**src/rtl/full_adder_pkg.sv**
```systemverilog
// full_adder_pkg: shared types, widths and reset values for the registered full adder.
package full_adder_pkg;
    localparam int MAX_W = 64;
    localparam logic [MAX_W-1:0] SUM_RST = '0;
    localparam logic COUT_RST = 1'b0;

    typedef struct packed {
        logic cout;
        logic sum;
    } bit_result_t;

    function automatic int result_w(int w);
        return w + 1;
    endfunction
endpackage

```
**src/rtl/full_adder_cell.sv**
```systemverilog
// full_adder_cell: combinational 1-bit full adder, the ripple-chain building block.
module full_adder_cell
    import full_adder_pkg::*;
(
    input  logic        a,
    input  logic        b,
    input  logic        cin,
    output bit_result_t res
);
    logic p;
    assign p = a ^ b;
    assign res.sum = p ^ cin;
    assign res.cout = (a & b) | (cin & p);
endmodule

```
**src/rtl/full_adder_reg.sv**
```systemverilog
// full_adder_reg: registered WIDTH-bit ripple-carry adder with carry in/out.
// Define FULL_ADDER_OVF_EN to add the registered signed-overflow output ovf.
module full_adder_reg
    import full_adder_pkg::*;
#(
    parameter int WIDTH = 1
) (
    input  logic             clk,
    input  logic             rst,
    input  logic             in_valid,
    input  logic [WIDTH-1:0] a,
    input  logic [WIDTH-1:0] b,
    input  logic             cin,
    output logic             out_valid,
    output logic [WIDTH-1:0] sum,
    output logic             cout
`ifdef FULL_ADDER_OVF_EN
    ,
    output logic             ovf
`endif
);
    localparam int RW = result_w(WIDTH);

    logic [RW-1:0]    c;
    logic [WIDTH-1:0] s;

    assign c[0] = cin;

    for (genvar i = 0; i < WIDTH; i++) begin : g_bit
        bit_result_t r;
        full_adder_cell u_cell (.a(a[i]), .b(b[i]), .cin(c[i]), .res(r));
        assign s[i]   = r.sum;
        assign c[i+1] = r.cout;
    end

    // sum/cout only load on a valid beat so they hold between results
    always_ff @(posedge clk) begin
        if (rst) begin
            out_valid <= 1'b0;
            sum       <= SUM_RST[WIDTH-1:0];
            cout      <= COUT_RST;
        end else begin
            out_valid <= in_valid;
            if (in_valid) begin
                sum  <= s;
                cout <= c[WIDTH];
            end
        end
    end

`ifdef FULL_ADDER_OVF_EN
    always_ff @(posedge clk) begin
        if (rst)
            ovf <= 1'b0;
        else if (in_valid)
            ovf <= (a[WIDTH-1] == b[WIDTH-1]) && (s[WIDTH-1] != a[WIDTH-1]);
    end
`endif
endmodule

```
**config.mk**
```make
export PLATFORM = sky130hd
export DESIGN_NAME = full_adder_reg
export DESIGN_NICKNAME = d
export VERILOG_FILES = /design/src/rtl/full_adder_pkg.sv /design/src/rtl/full_adder_cell.sv /design/src/rtl/full_adder_reg.sv
export SDC_FILE = /design/constraint.sdc
export NUM_CORES = 1
export LEC_CHECK = 0
export CORE_AREA = 2 2 39 41
export DETAILED_ROUTE_END_ITERATION = 10
export DIE_AREA = 0 0 41 43
export SLEW_MARGIN = 25
export SYNTH_ARGS = -nofsm -noshare
export SYNTH_HDL_FRONTEND = slang
export SYNTH_SLANG_ARGS = --single-unit
```
**constraint.sdc**
```tcl
create_clock -name clk -period 1.5 [get_ports clk]
set_clock_uncertainty 0.1 [all_clocks]
set_input_delay 0.375 -clock clk [delete_from_list [all_inputs] [get_ports clk]]
set_output_delay 0.375 -clock clk [all_outputs]
set_load 0.01 [all_outputs]
```
After elaboration in Yosys (flattened, before gate mapping)
Index checks and enable logic that the tools add are counted.
{ "word_totals": {"wordCells": 8, "ff_bits": 3, "output_inout_bits": 3, "input_bits": 6} }
{ "classes": {"n_bitwise": 5} }
{ "op_table": {"columns": ["op", "n"], "rows": [
  ["$and A1 B1 Y1", 2],
  ["$xor A1 B1 Y1", 2],
  ["$or A1 B1 Y1", 1]
]} }

Logic depth before layout (Yosys ltp)
Gate-level depths: netlist (run 1).
{ "depth": {"word_depth": 3, "mapped_depth": 3} }

Hierarchy
From an unflattened synthesis (run 1), not the netlist that was laid out.
{ "hier_totals": {"cells_unflattened": 9, "area_unflattened_um2": 113.9} }
{ "modules_own_cells": {"columns": ["module", "cells_each", "seq_area_each_um2", "area_each_um2", "instances"], "rows": [
  ["full_adder_reg", 8, 60.1, 93.8, 1],
  ["full_adder_cell", 1, 0.0, 20.0, 1]
]} }

Least setup slack after synthesis (run 1)
No wires, ideal clock.
{ "synth_timing": {"path_type": "input -> register", "start": "in a", "end": "reg sum", "slack_ps": 290, "arrival_ps": 996, "stages": 3, "setup_time_ps": 114, "cell_sequence": "fa_1 > mux2i_1 > nor2_1"} }
{ "synth_between": {"elab_chain_len": 2} }
{ "synth_lines": {"columns": ["element", "line_no", "source"], "rows": [
  ["start, declared", "full_adder_reg.sv:11", "input logic [WIDTH-1:0] a,"],
  ["$xor A1 B1 Y1", "full_adder_cell.sv:11", "assign p = a ^ b;"],
  ["$xor A1 B1 Y1", "full_adder_cell.sv:12", "assign res.sum = p ^ cin;"],
  ["end signal, assigned", "full_adder_reg.sv:40", "sum <= SUM_RST[WIDTH-1:0];"],
  ["end signal, assigned", "full_adder_reg.sv:45", "sum <= s;"],
  ["end, declared", "full_adder_reg.sv:15", "output logic [WIDTH-1:0] sum,"]
]} }
Every way passes these cells.
A chain may end at the register's enable or synchronous reset.

==> results.md, run 1 <==
- CP Class: in -> reg
- Post-Syn Area: 113.9 um2
- Area added between synthesis and finish: 112.1%
- CP peak stage delay: 470 ps
- CP endpoint: sum
- WP buf/inv: 1
- Layout Utilization: 17.45%
- Largest net degree at the start of global routing: 4
- CTS tree: yes
- Row cnt: 14
- Nets: 29
- CTS Hold Bufs: 0
- Number of synthesized flops with an enable pin: 0
- Tot GR Track Use: 5.120%
- Area occupied by multi-input gates: 53.80 um2
- Ant. Diodes: 0
- Dpl cells: 33
- Clk pwr share: 53.4%
- Synthesized flop and latch total: 3
- Crit. End Element: flop
- WL/cell: 7.432 um
- Vias in the first global route: 110
- Worst-path maximum fanout: 1
- IO Pins: 9
- R2R Setup Slk: 810 ps
- Yosys warning count: 0
- Synth async-reset ratio: 0%
- WP depth: 4
- RR Endpoint: cout
- Die area: 1763 um2
- Die Y: 43 um
- Crit-path cells: clkdlybuf4s50_1 -> fa_1 -> mux2i_1 -> nor2_1
- RD Place Congestion: 0.5801
- Pwr per Cell Area: 1119 nW/um2
- Hold crit path type: reg -> reg
- Leakage power total: 0.1239 nW
- CP Data Arrival Time: 1470 ps
- Most common cell in the netlist: dfxtp_1
- Post-synth top area cell: dfxtp_1
- Die Span X: 41 um
- First-pass GRT wire length: 483 um
- Switch share: 22.60%
- Logic gate share of total power: 13.9%
- Layout cells sized above 1: 14.29%
- Post-CTS Setup Repair Bufs: 0
- Actual slew at the worst max-slew pin: 124.6 ps
- CTS Sinks: 3
- Register area share after synthesis: 52.75%
- Total congestion overflow: 0
- Flop pwr share: 32.7%
- Outcome: completed
- Sw power: 61.05 uW
- # DRC: 0
- Max Cap Viol: 0
- CTS max path bufs: 2
- Area share of the largest cell type after synthesis: 52.75%
- Min Tclk post-route: 1446 ps
- H-tree Lvls: 1
- Synth unique cells: 5
- Vias: 111
- Internal power: 209.1 uW
- Net count after synthesis: 16
- Crit path from: a
- Max VDD drop: 230.2 uV
- Post-Syn Area per Cell: 12.65 um2
- Initial antenna violation count: 0
- Drt total wl: 275 um
- Initial DRC count: 1
- Core box area: 1384 um2
- Final hold viol count: 0
- RR Startpoint: cout
- RSZ-0062 raised after global routing: false
- FF-to-FF path depth: 2
- Number of setup violations in the final report: 0
- Most common flop cell mapped by yosys: dfxtp_1
- Synth area leaders: dfxtp_1 53%, fa_1 18%, mux2i_1 18%
- Slew margin rel.: 91.45%
- CTS root buf: clkbuf_4
- Worst EP required: 1520 ps
- FF+latch area: 60.06 um2
- CP startpoint kind: primary input
- Final worst-path cycle share: 96.39%
- Crit path max-delay family: buffers and inverters
- Slowest CP cell: clkdlybuf4s50_1
- Worst-path clk slew: 40 ps
- Fin. max-slew vios: 0
- Max Clk Rate: 691.6 MHz
- Post-synth top cells: 3 x dfxtp_1, 2 x mux2i_1, 2 x nor2_1
- Antenna Nets Post-Route: 0
- Post-DR vias/cell: 3.000
- Total CTS buffers: 3
- Cell Count, Final, Fillers Out: 37
- Starting Density: 8.228%
- Clk Latency, worst-skew pair: 230 ps
- IO Port Bufs: 8
- Router iterations before antenna repair: 2
- Syn Inst Count: 9
- Fill cells: 151
## power by group through the flow
stage	sequential [mW]	clock (mW)	combinational, mW
final	0.0884	0.144	0.0376
after global routing	0.0890	0.164	0.0417
after CTS	0.0885	0.150	0.0388
after detailed placement	0.0900	0	0.0426
after global placement	0.0900	0	0.0413
after floorplan	0.0925	0	0.00969
## repair_timing
action / CTS / global route
resized for setup: 3 / 2
pin swaps: 0 / 1
endpoints found under the setup margin: 3 / 1
## cell usage in the layout (no fill, tap or decap)
cell and instances:
dlygate4sd2_1 3, clkbuf_1 1, nor2b_1 1, mux2i_1 2, dlymetal6s2s_1 2, fa_1 1, clkdlybuf4s50_1 3, nor2_1 2
clkbuf_4 3, dfxtp_1 3
## per-layer routing
| layer | vias to the layer above | track usage [%] | routed length, um |
|---|---|---|---|
| li1 | 52 | - | - |
| met1 | 46 | 5.466 | 133 |
| met2 | 13 | 4.063 | 75 |
| met3 | 0 | 7.853 | 66 |
| met4 | 0 | 4.000 | 0 |
| met5 | - | 0 | 0 |
## cell type report
| cell class | count | area share [%] |
|---|---|---|
| Timing Repair Buffer | 8 | 33.68 |
| Sequential cell | 3 | 24.87 |
| Multi-Input combinational cell | 6 | 22.28 |
| Clock buffer | 4 | 10.88 |
| Tap cell | 16 | 8.290 |
## worst register-to-register path: stages (launching register included)
cell     delay, ps
dfxtp_1        310
mux2i_1        120
nor2_1          50
## worst min-delay path by stage
stage	start	end	slack [ps]	cells after the start
finish	sum	sum	390	2
global route	cout	cout	440	2
CTS	sum	sum	400	2
detailed placement	sum	sum	390	2
global placement	sum	sum	390	2
floorplan	rst	out_valid	350	1
## sequential cells by signal, summed over array words and instances, names as in the netlist
register / flops
cout: 1
out_valid: 1
sum: 1
## stage by stage
stage / TNS [ps] / total power, mW / hold WS, ps / instance area, um2 / setup slack [ps]
global route: 0 / 0.2951 / 443.8 / 241.5 / 15.94
CTS: 0 / 0.2774 / 398.3 / 236.5 / 34.88
finish: 0 / 0.2702 / 392.9 / 241.5 / 54.17
detailed placement: -369.3 / 0.1325 / 392.6 / 214.0 / -211.6
global placement: -320.2 / 0.1313 / 386.1 / 214.0 / -184.6
floorplan: 0 / 0.1022 / 346.6 / 113.9 / 289.8
## kinds of logic after synthesis
family,Yosys count,share of synthesized area (%)
flops,3,52.75
mux,2,17.58
simple gates,3,12.09
fa+ha+maj,1,17.58
Note: power is estimated with default switching activity, not from simulation.
==> run 2: changes to the inputs <==
CORE_AREA = 4 4 41 43   (was 2 2 39 41)
CTS_BUF_LIST = sky130_fd_sc_hd__clkbuf_16   (was unset)
DIE_AREA = 0 0 45 47   (was 0 0 41 43)
==> results.md, run 2 (synthesis results as in run 1) <==
- Core box area: 1301 um2 (was 1384 um2)
- Pwr per Cell Area: 1815 nW/um2 (was 1119 nW/um2)
- Clk pwr share: 76.8% (was 53.4%)
- CP peak stage delay: 320 ps (was 470 ps)
- Hold path startpoint: sum (unchanged)
- Area after DPL: 212.7 um2 (was 214.0 um2)
- Dpl cells: 32 (was 33)
- Hold path depth: 2 (unchanged)
- FF-to-FF path depth: 2 (unchanged)
- Layout cells sized above 1: 14.29% (unchanged)
- Final setup TNS: 0 ps (unchanged)
- CP Data Arrival Time: 810 ps (was 1470 ps)
- Max Clk Rate: 777.2 MHz (was 691.6 MHz)
- Die Span X: 45 um (was 41 um)
- Final worst-path cycle share: 85.78% (was 96.39%)
- Worst-path clk slew: 30 ps (was 40 ps)
- Clk Latency, worst-skew pair: 220 ps (was 230 ps)
- WP buf/inv: 1 (unchanged)
- Crit path max-delay family: flip-flops (was buffers and inverters)
- Logic gate share of total power: 6.7% (was 13.9%)
- Final hold viol count: 0 (unchanged)
- WL/cell: 8.361 um (was 7.432 um)
- Largest regs: cout (1), out_valid (1), sum (1) (unchanged)
- Ant. Diodes: 0 (unchanged)
- CTS max path bufs: 2 (unchanged)
- Worst-path maximum fanout: 2 (was 1)
- Slowest CP cell: dfxtp_1 (was clkdlybuf4s50_1)
- Outcome: completed (unchanged)
- Initial antenna violation count: 0 (unchanged)
- Worst EP required: 1020 ps (was 1520 ps)
- Flop pwr share: 16.5% (was 32.7%)
- RD Place Congestion: 0.5647 (was 0.5801)
- Vias in the first global route: 124 (was 110)
- Nets: 29 (unchanged)
- Total congestion overflow: 0 (unchanged)
- Hold crit path type: reg -> reg (unchanged)
- First-pass GRT wire length: 538 um (was 483 um)
- RR Endpoint: cout (unchanged)
- Crit-path cells: dlygate4sd2_1 (was clkdlybuf4s50_1 -> fa_1 -> mux2i_1 -> nor2_1)
- Hold Path Sink: sum (unchanged)
- Design Area, Final: 295.3 um2 (was 241.5 um2)
- Total CTS buffers: 3 (unchanged)
- Fin. max-slew vios: 0 (unchanged)
- IO Port Bufs: 8 (unchanged)
- Die Y: 47 um (was 43 um)
- CP Class: reg -> out (was in -> reg)
- Sw power: 84.25 uW (was 61.05 uW)
- Die area: 2115 um2 (was 1763 um2)
- CTS Hold Bufs: 0 (unchanged)
- CTS root buf: clkbuf_16 (was clkbuf_4)
- Number of setup violations in the final report: 0 (unchanged)
- Most frequent cells in the layout: 3 x clkbuf_16, 3 x dfxtp_1, 3 x dlymetal6s2s_1, 3 x dlygate4sd2_1 (was 3 x clkbuf_4, 3 x dfxtp_1, 3 x clkdlybuf4s50_1, 3 x dlygate4sd2_1)
- Min Tclk post-route: 1287 ps (was 1446 ps)
- Crit. End Element: output port (was flop)
- Post-DR vias/cell: 2.917 (was 3.000)
- IO Pins: 9 (unchanged)
- # DRC: 0 (unchanged)
- Area added between synthesis and finish: 159.3% (was 112.1%)
- Starting Density: 8.750% (was 8.228%)
- Row cnt: 13 (was 14)
- Max Cap Viol: 0 (unchanged)
- Actual slew at the worst max-slew pin: 122.0 ps (was 124.6 ps)
- Router iterations before antenna repair: 1 (was 2)
- Slew margin rel.: 91.64% (was 91.45%)
- CTS tree: yes (unchanged)
- Max VDD drop: 595.2 uV (was 230.2 uV)
- Initial DRC count: 0 (was 1)
- H-tree Lvls: 1 (unchanged)
- Switch share: 15.72% (was 22.60%)
- Drt total wl: 301 um (was 275 um)
- CTS Sinks: 3 (unchanged)
- Vias: 105 (was 111)
- Post-CTS Setup Repair Bufs: 0 (unchanged)
- Largest net degree at the start of global routing: 4 (unchanged)
- Tot GR Track Use: 4.739% (was 5.120%)
- Cell Count, Final, Fillers Out: 36 (was 37)
- Antenna Nets Post-Route: 0 (unchanged)
- R2R Setup Slk: 810 ps (about the same)
- RR Startpoint: cout (unchanged)
- CP startpoint kind: flop (was primary input)
- Leakage power total: 0.1603 nW (was 0.1239 nW)
- RSZ-0062 raised after global routing: false (unchanged)
- Internal power: 451.8 uW (was 209.1 uW)
run 2: worst max-delay path by stage:
stage / start / cells after the start / endpoint / slack [ps]
final: cout / 1 / cout / 210
after floorplan: a / 3 / sum / 290
after global routing: cout / 1 / cout / 160
after CTS: a / 4 / sum / 20
after detailed placement: a / 4 / sum / -210
after global placement: b / 4 / sum / -200
run 2: cell type report:
cell class,count,area (um2)
Clock buffer,3,75.07
Clock inverter,1,3.754
Fill cell,159,1006
Multi-Input combinational cell,6,53.80
Sequential cell,3,60.06
Tap cell,15,18.77
Timing Repair Buffer,8,83.83
run 2: metal layers:
metal	GRT usage (%)	up-vias	routed length [um]
li1	-	52	-
met1	3.864	43	123
met2	3.390	10	94
met3	7.280	0	83
met4	7.018	0	0
met5	0	-	0
run 2: timing repair:
item                                    CTS  global route
endpoints found under the setup margin    3             2
cloned                                    0             0
pin swaps                                 0             1
gates resized for setup                   3             3
run 2: power by group through the flow:
| stage | logic, mW | registers [mW] | clock network [mW] |
|---|---|---|---|
| after floorplan | 0.00969 | 0.0925 | 0 |
| after global placement | 0.0416 | 0.0898 | 0 |
| after detailed placement | 0.0419 | 0.0899 | 0 |
| after CTS | 0.0381 | 0.0885 | 0.421 |
| after global routing | 0.0415 | 0.0897 | 0.434 |
| final | 0.0361 | 0.0884 | 0.411 |
run 2: stage by stage:
| stage | total power, mW | utilization, % | hold slack (ps) | setup slack [ps] |
|---|---|---|---|---|
| global placement | 0.1315 | 16.35 | 380.4 | -197.2 |
| finish | 0.5360 | 22.69 | 389.0 | 213.4 |
| global route | 0.5652 | 22.69 | 436.3 | 163.2 |
| detailed placement | 0.1317 | 16.35 | 390.4 | -207.2 |
| CTS | 0.5481 | 22.12 | 394.8 | 21.99 |
| floorplan | 0.1022 | - | 346.6 | 289.8 |
